`config.mk`:
```
export PLATFORM = sky130hd
export DESIGN_NAME = task_7_accum_adder
export DESIGN_NICKNAME = d
export VERILOG_FILES = /design/src/rtl/task_7_accum_adder.sv
export SDC_FILE = /design/constraint.sdc
export NUM_CORES = 1
export LEC_CHECK = 0
export ABC_AREA = 1
export BUFFER_PORTS_ARGS = -buffer_cell sky130_fd_sc_hd__buf_2
export CORE_ASPECT_RATIO = 0.5
export CORE_MARGIN = 8
export CORE_UTILIZATION = 56
export CTS_BUF_LIST = sky130_fd_sc_hd__clkbuf_2 sky130_fd_sc_hd__clkbuf_4 sky130_fd_sc_hd__clkbuf_8
export CTS_CLUSTER_DIAMETER = 60
export CTS_CLUSTER_SIZE = 10
export DETAILED_ROUTE_END_ITERATION = 16
export GPL_TIMING_DRIVEN = 0
export HOLD_SLACK_MARGIN = 0.02
export PLACE_DENSITY = 0.82
export SYNTH_ARGS = -nofsm -noshare
export SYNTH_HDL_FRONTEND = slang
export SYNTH_SLANG_ARGS = --single-unit
```
`constraint.sdc`:
```
create_clock -name clk -period 3.17 [get_ports clk]
set_input_delay 0.4755 -clock clk [delete_from_list [all_inputs] [get_ports clk]]
set_output_delay 0.4755 -clock clk [all_outputs]
set_load 0.01 [all_outputs]
```
`src/rtl/task_7_accum_adder.sv`:
```
// ---------------------------------------------------------------------------
// task_7_accum_adder
//
// Purpose:
//   Board-level switch adder/accumulator. Two WIDTH-bit switch operands are
//   added on a key1 press, the first operand is accumulated into the held
//   result on a key2 press, and key3 clears the result and both flags. Keys
//   are active-low, synchronised with two flops and edge-detected so that a
//   held key produces exactly one operation. Operand and result values are
//   shown on active-low seven-segment digits.
//
// Optional feature (macro SUB_EN):
//   When SUB_EN is defined and sub_mode is high in the pulse cycle, add
//   computes sw1 - sw2 and accumulate computes result - sw1. In that case
//   ledg8 reports the borrow (minuend < subtrahend) and ledr0 accumulates
//   borrows. Without SUB_EN the sub_mode pin is present but has no effect.
//
// Parameters:
//   WIDTH     operand/result width, multiple of 4 in the range 4..32
//   NDIG      hex digits per displayed value, fixed at WIDTH/4
//
// Ports:
//   clk       board clock, all state on the rising edge
//   key0_rst  asynchronous active-low reset
//   key1_add  active-low key: result <= sw1 + sw2
//   key2_acc  active-low key: result <= result + sw1
//   key3_clr  active-low key: clear result and flags
//   sub_mode  subtract select (only meaningful with SUB_EN)
//   sw1       operand A switches
//   sw2       operand B switches
//   ledg8     carry/borrow of the last operation
//   ledr0     sticky carry/borrow since the last clear or reset
//   hex_a     operand A digits, digit 0 at bits [6:0]
//   hex_b     operand B digits, digit 0 at bits [6:0]
//   hex_r     result digits, digit 0 at bits [6:0]
// ---------------------------------------------------------------------------
module task_7_accum_adder #(
   parameter int WIDTH = 8
) (
   input  logic                     clk,
   input  logic                     key0_rst,
   input  logic                     key1_add,
   input  logic                     key2_acc,
   input  logic                     key3_clr,
   input  logic                     sub_mode,
   input  logic [WIDTH-1:0]         sw1,
   input  logic [WIDTH-1:0]         sw2,
   output logic                     ledg8,
   output logic                     ledr0,
   output logic [7*(WIDTH/4)-1:0]   hex_a,
   output logic [7*(WIDTH/4)-1:0]   hex_b,
   output logic [7*(WIDTH/4)-1:0]   hex_r
);

   localparam int NDIG = WIDTH / 4;

   // Key vector ordering used throughout: bit0 = add, bit1 = acc, bit2 = clr.
   logic [2:0]       keys_n;

   logic [2:0]       sync1_q, sync1_d;
   logic [2:0]       sync2_q, sync2_d;
   logic [2:0]       prev_q,  prev_d;

   logic [WIDTH-1:0] result_q, result_d;
   logic             carry_q,  carry_d;
   logic             ovf_q,    ovf_d;

   logic [2:0]       pulse;
   logic             do_clr;
   logic             do_add;
   logic             do_acc;
   logic             do_sub;
   logic [WIDTH-1:0] op_a;
   logic [WIDTH-1:0] op_b;
   logic [WIDTH:0]   op_res;

   assign keys_n = {key3_clr, key2_acc, key1_add};

   // Active-low seven-segment encoding, bit0 = segment a .. bit6 = segment g.
   function automatic logic [6:0] seg7(input logic [3:0] nib);
      logic [6:0] s;
      case (nib)
         4'h0:    s = 7'h40;
         4'h1:    s = 7'h79;
         4'h2:    s = 7'h24;
         4'h3:    s = 7'h30;
         4'h4:    s = 7'h19;
         4'h5:    s = 7'h12;
         4'h6:    s = 7'h02;
         4'h7:    s = 7'h78;
         4'h8:    s = 7'h00;
         4'h9:    s = 7'h10;
         4'hA:    s = 7'h08;
         4'hB:    s = 7'h03;
         4'hC:    s = 7'h46;
         4'hD:    s = 7'h21;
         4'hE:    s = 7'h06;
         default: s = 7'h0E;
      endcase
      return s;
   endfunction

   // Key conditioning: two synchroniser stages then one history stage. A
   // press pulse is the synchronised level being low while the history is
   // still high, so a held key fires once and must be seen released before
   // it can fire again. Reset values of 1 (released) keep reset release
   // from looking like a press.
   always_comb begin
      sync1_d = keys_n;
      sync2_d = sync1_q;
      prev_d  = sync2_q;
      pulse   = ~sync2_q & prev_q;
   end

   // Operation select: clear beats add, add beats accumulate; a losing
   // pulse in the same cycle is simply dropped.
   always_comb begin
      do_clr = pulse[2];
      do_add = pulse[0] & ~pulse[2];
      do_acc = pulse[1] & ~pulse[0] & ~pulse[2];
`ifdef SUB_EN
      do_sub = sub_mode;
`else
      do_sub = sub_mode & 1'b0;
`endif
   end

   // Shared adder/subtractor. The extra top bit is the carry for addition
   // and the borrow for subtraction (it is set exactly when op_a < op_b).
   always_comb begin
      op_a   = do_add ? sw1 : result_q;
      op_b   = do_add ? sw2 : sw1;
      op_res = '0;
      if (do_sub) begin
         op_res = {1'b0, op_a} - {1'b0, op_b};
      end else begin
         op_res = {1'b0, op_a} + {1'b0, op_b};
      end
   end

   // Next-state for the result and LED flags; everything holds unless a
   // press pulse is present, so switch movement alone never changes them.
   always_comb begin
      result_d = result_q;
      carry_d  = carry_q;
      ovf_d    = ovf_q;
      if (do_clr) begin
         result_d = '0;
         carry_d  = 1'b0;
         ovf_d    = 1'b0;
      end else if (do_add || do_acc) begin
         result_d = op_res[WIDTH-1:0];
         carry_d  = op_res[WIDTH];
         ovf_d    = ovf_q | op_res[WIDTH];
      end
   end

   // All state registers. Reset is asynchronous; its release is sampled
   // through the key synchronisers, which come out of reset released.
   always_ff @(posedge clk or negedge key0_rst) begin
      if (!key0_rst) begin
         sync1_q  <= 3'b111;
         sync2_q  <= 3'b111;
         prev_q   <= 3'b111;
         result_q <= '0;
         carry_q  <= 1'b0;
         ovf_q    <= 1'b0;
      end else begin
         sync1_q  <= sync1_d;
         sync2_q  <= sync2_d;
         prev_q   <= prev_d;
         result_q <= result_d;
         carry_q  <= carry_d;
         ovf_q    <= ovf_d;
      end
   end

   assign ledg8 = carry_q;
   assign ledr0 = ovf_q;

   // Digit decoders: operands follow the live switches, the result follows
   // the result register. Digit 0 is the least significant nibble.
   for (genvar g = 0; g < NDIG; g++) begin : g_digit
      assign hex_a[7*g +: 7] = seg7(sw1[4*g +: 4]);
      assign hex_b[7*g +: 7] = seg7(sw2[4*g +: 4]);
      assign hex_r[7*g +: 7] = seg7(result_q[4*g +: 4]);
   end

endmodule

```
==> impl_metrics.tcl <==
set metrics [dict create \
    run_status "finished clean" \
    initial_core_util 0.587 \
    cts_root_buf "clkbuf_8" \
    number_of_vias_per_cell_after_detailed_routing 5.44 \
    drive_above_1_share 0.220 \
    tritoncts_num_sinks 19 \
    via_count 2751 \
    cts-htree-levels 1 \
    yosys.area.top_type "ha_1" \
    max_fclk_mhz 399 \
    final_nets 517 \
    worst_reg_to_reg_path_cell_count 14 \
    hp-class "input port to asynchronous set/reset pin" \
    report.final.setup_viol 0 \
    worstMarginPinSlew_ps 431 \
    worst_setup_path_endpoint "ledr0" \
    layout.cells.most_common "nand2_1" \
    power.ir.vdd_worst_mv 0.288 \
    skew_ps 5.01 \
    die_h_um 64.2 \
    finalCritPeriodShare 0.791 \
    place.detailed.hpwl_mm 5.42 \
    slew_headroom 0.710 \
    drt_iter0_markers 163 \
    route.detailed.wl_per_inst_um 12.9 \
    reg2reg_setup_slack_ps 660 \
    synth-adder-area-share 0.220 \
    synth_fp_nets 454 \
    pin_count 66 \
    stdcell_count 506 \
    grt_max_degree 20 \
    r2r-end "ledr0" \
    power_density_nw_per_um2 468 \
    worst-endpoint-arrival_ps 2650 \
    ant_nets 0 \
    buffer_ports.inserted 58 \
    proportion_of_synthesized_area_in_mux_cells 0 \
    cts_hold_buf 0 \
    most-common-layout-cells "108 x nand2_1, 64 x buf_2, 46 x inv_1, 44 x ha_1, 41 x o21ai_0" \
    grt_use_total 0.180 \
    worst_hold_slack_ps 135 \
    syn_avg_cell_area_um2 6.72 \
    finalPower_mw 1.41 \
    synth.ff_latch_count 19 \
    cts_resized 0 \
    tritoncts "built" \
    post_synth_xor_area_fraction 0.00337 \
    fin_util 0.680 \
    synth-seq-area-share 0.187 \
    yosys.area_share.simple 0.266 \
    drt-pass1-iter-count 6 \
    setup_repair_after_global_routing_missed_its_margin "no" \
    cts-root-to-sink-buffers 2 \
    drv_slew 0 \
    die_area_um2 7210 \
    critPathLaunchType "flip-flop" \
    placedCellCount 502 \
    combinational_family_with_the_most_area_after_synthesis "simple AND/OR/NAND/NOR gates" \
    placementRows 17 \
    fp.dieW_um 112 \
    gp_congestion 0.904 \
    setup.worst_path.start "prev_q[2]" \
    p_r_area_growth_vs_syn_pct 15.7 \
    antenna_cells 0 \
    grt_first_pass_wirelength_mm 11.4 \
    cp-end-kind "flip-flop" \
    worst_skew_pair.late_latency_ps 260 \
    synth_area_um2 2600 \
    p_leak_nw 1.71 \
    synth_top_area_frac 0.212 \
    yosys_warning_total 0 \
    path_clk_slew_ps 70 \
    core_region_area_um2 4420 \
    layout_min_cycle_time_ps 2510 \
    finalSetupTns_ps 0 \
    number_of_global_route_vias_before_repair 2599 \
    final_hold_viol_count 0 \
    crit_path_category "flip-flop to flip-flop" \
    postCtsSetupBuffers 0 \
    synth.area.top_cells "ha_1 21%, nand2_1 16%, dfrtp_1 9.6%" \
    cap_viol_max_count 0 \
    crit-reg2reg-launch "prev_q[2]" \
    yosys.cell_types.count 31 \
    post-route-drc-count 0 \
    synth-compound-area-share 0.209 \
    postSynthCellCount 387 \
    cts_inserted_buffers 3 \
    cp_max_fo 10 \
    grt_antenna_before_repair 0 \
    globalRouteOverflowTotal 0 \
    final_wl_mm 6.53 \
    cp.required_ps 3310 \
]
-- cells by family (layout without fill, tap and decap cells) --
family / after synthesis / count (layout)
compound gates: 92 / 92
xor+xnor: 1 / 1
fa+ha+maj: 45 / 45
buf+inv: 67 / 129
flops: 19 / 19
simple gates: 163 / 163
-- cells in the mapped netlist, drive strengths merged --
master	count
a211oi	4
a21boi	4
a21oi	20
buf	14
clkbuf	1
dfrtp	10
dfstp	9
fa	1
ha	44
inv	52
nand2	109
nand3	32
nand3b	3
nor2	18
o211ai	4
o21a	1
o21ai	47
o22ai	1
o311ai	4
o31ai	7
or2	1
xor2	1
-- sequential cells by signal, summed over array words and instances (netlist names) --
signal	flops
sync1_q	3
result_q	8
ledg8	1
ledr0	1
prev_q	3
prev_d	3
-- report_power, final --
part / internal, mW / switching [mW] / total [mW] / leakage (nW)
combinational: 0.347 / 0.566 / 0.913 / 1.46
sequential: 0.292 / 0.0389 / 0.331 / 0.224
clock: 0.0873 / 0.0768 / 0.164 / 0.0255
total: 0.726 / 0.681 / 1.41 / 1.71
-- stage by stage --
step	setup slack [ps]	cell area, um^2
floorplan	954	2600
global placement	754	2960
detailed placement	684	2960
CTS	668	3010
global route	477	3010
finish	662	3010
-- critical path: stages, from the launching register on --
cell and delay [ps]:
dfstp_2 520, inv_1 50, nor2_4 130, inv_2 70, nand2_2 140, buf_4 190
o21ai_0 90, ha_1 220, fa_1 410, nand2_1 80, nand2_1 80, nand3_1 120
nor2_1 60, o21ai_1 170, nand2_1 70
-- worst min path at each step --
| stage | start | endpoint | cells after the start |
|---|---|---|---|
| after CTS | key0_rst | ledr0 | 1 |
| after global placement | sync1_q[2] | prev_d[2] | 0 |
| after detailed placement | sync1_q[2] | prev_d[2] | 0 |
| after global routing | key0_rst | ledg8 | 1 |
| after floorplan | key0_rst | ledg8 | 0 |
| final | key0_rst | ledr0 | 1 |
-- cell type report --
| class | count | area [um^2] |
|---|---|---|
| fillers | 387 | 1420 |
| multi-input cells | 301 | 1810 |
| clock buffers | 3 | 41.3 |
| well taps | 57 | 71.3 |
| flip-flops and latches | 19 | 487 |
| clock inverters | 1 | 5.00 |
| plain buffers | 15 | 103 |
| repair buffers | 58 | 290 |
| inverters | 52 | 195 |
-- per-layer routing --
| layer | part of all wire | GRT usage | vias to the layer above |
|---|---|---|---|
| met5 | 0 | 0 | - |
| met4 | 0.0026 | 0.0283 | 0 |
| met3 | 0.067 | 0.0300 | 3 |
| met2 | 0.45 | 0.307 | 105 |
| met1 | 0.48 | 0.238 | 1245 |
| li1 | - | - | 1398 |
Note: power is estimated with default switching activity, not from simulation.
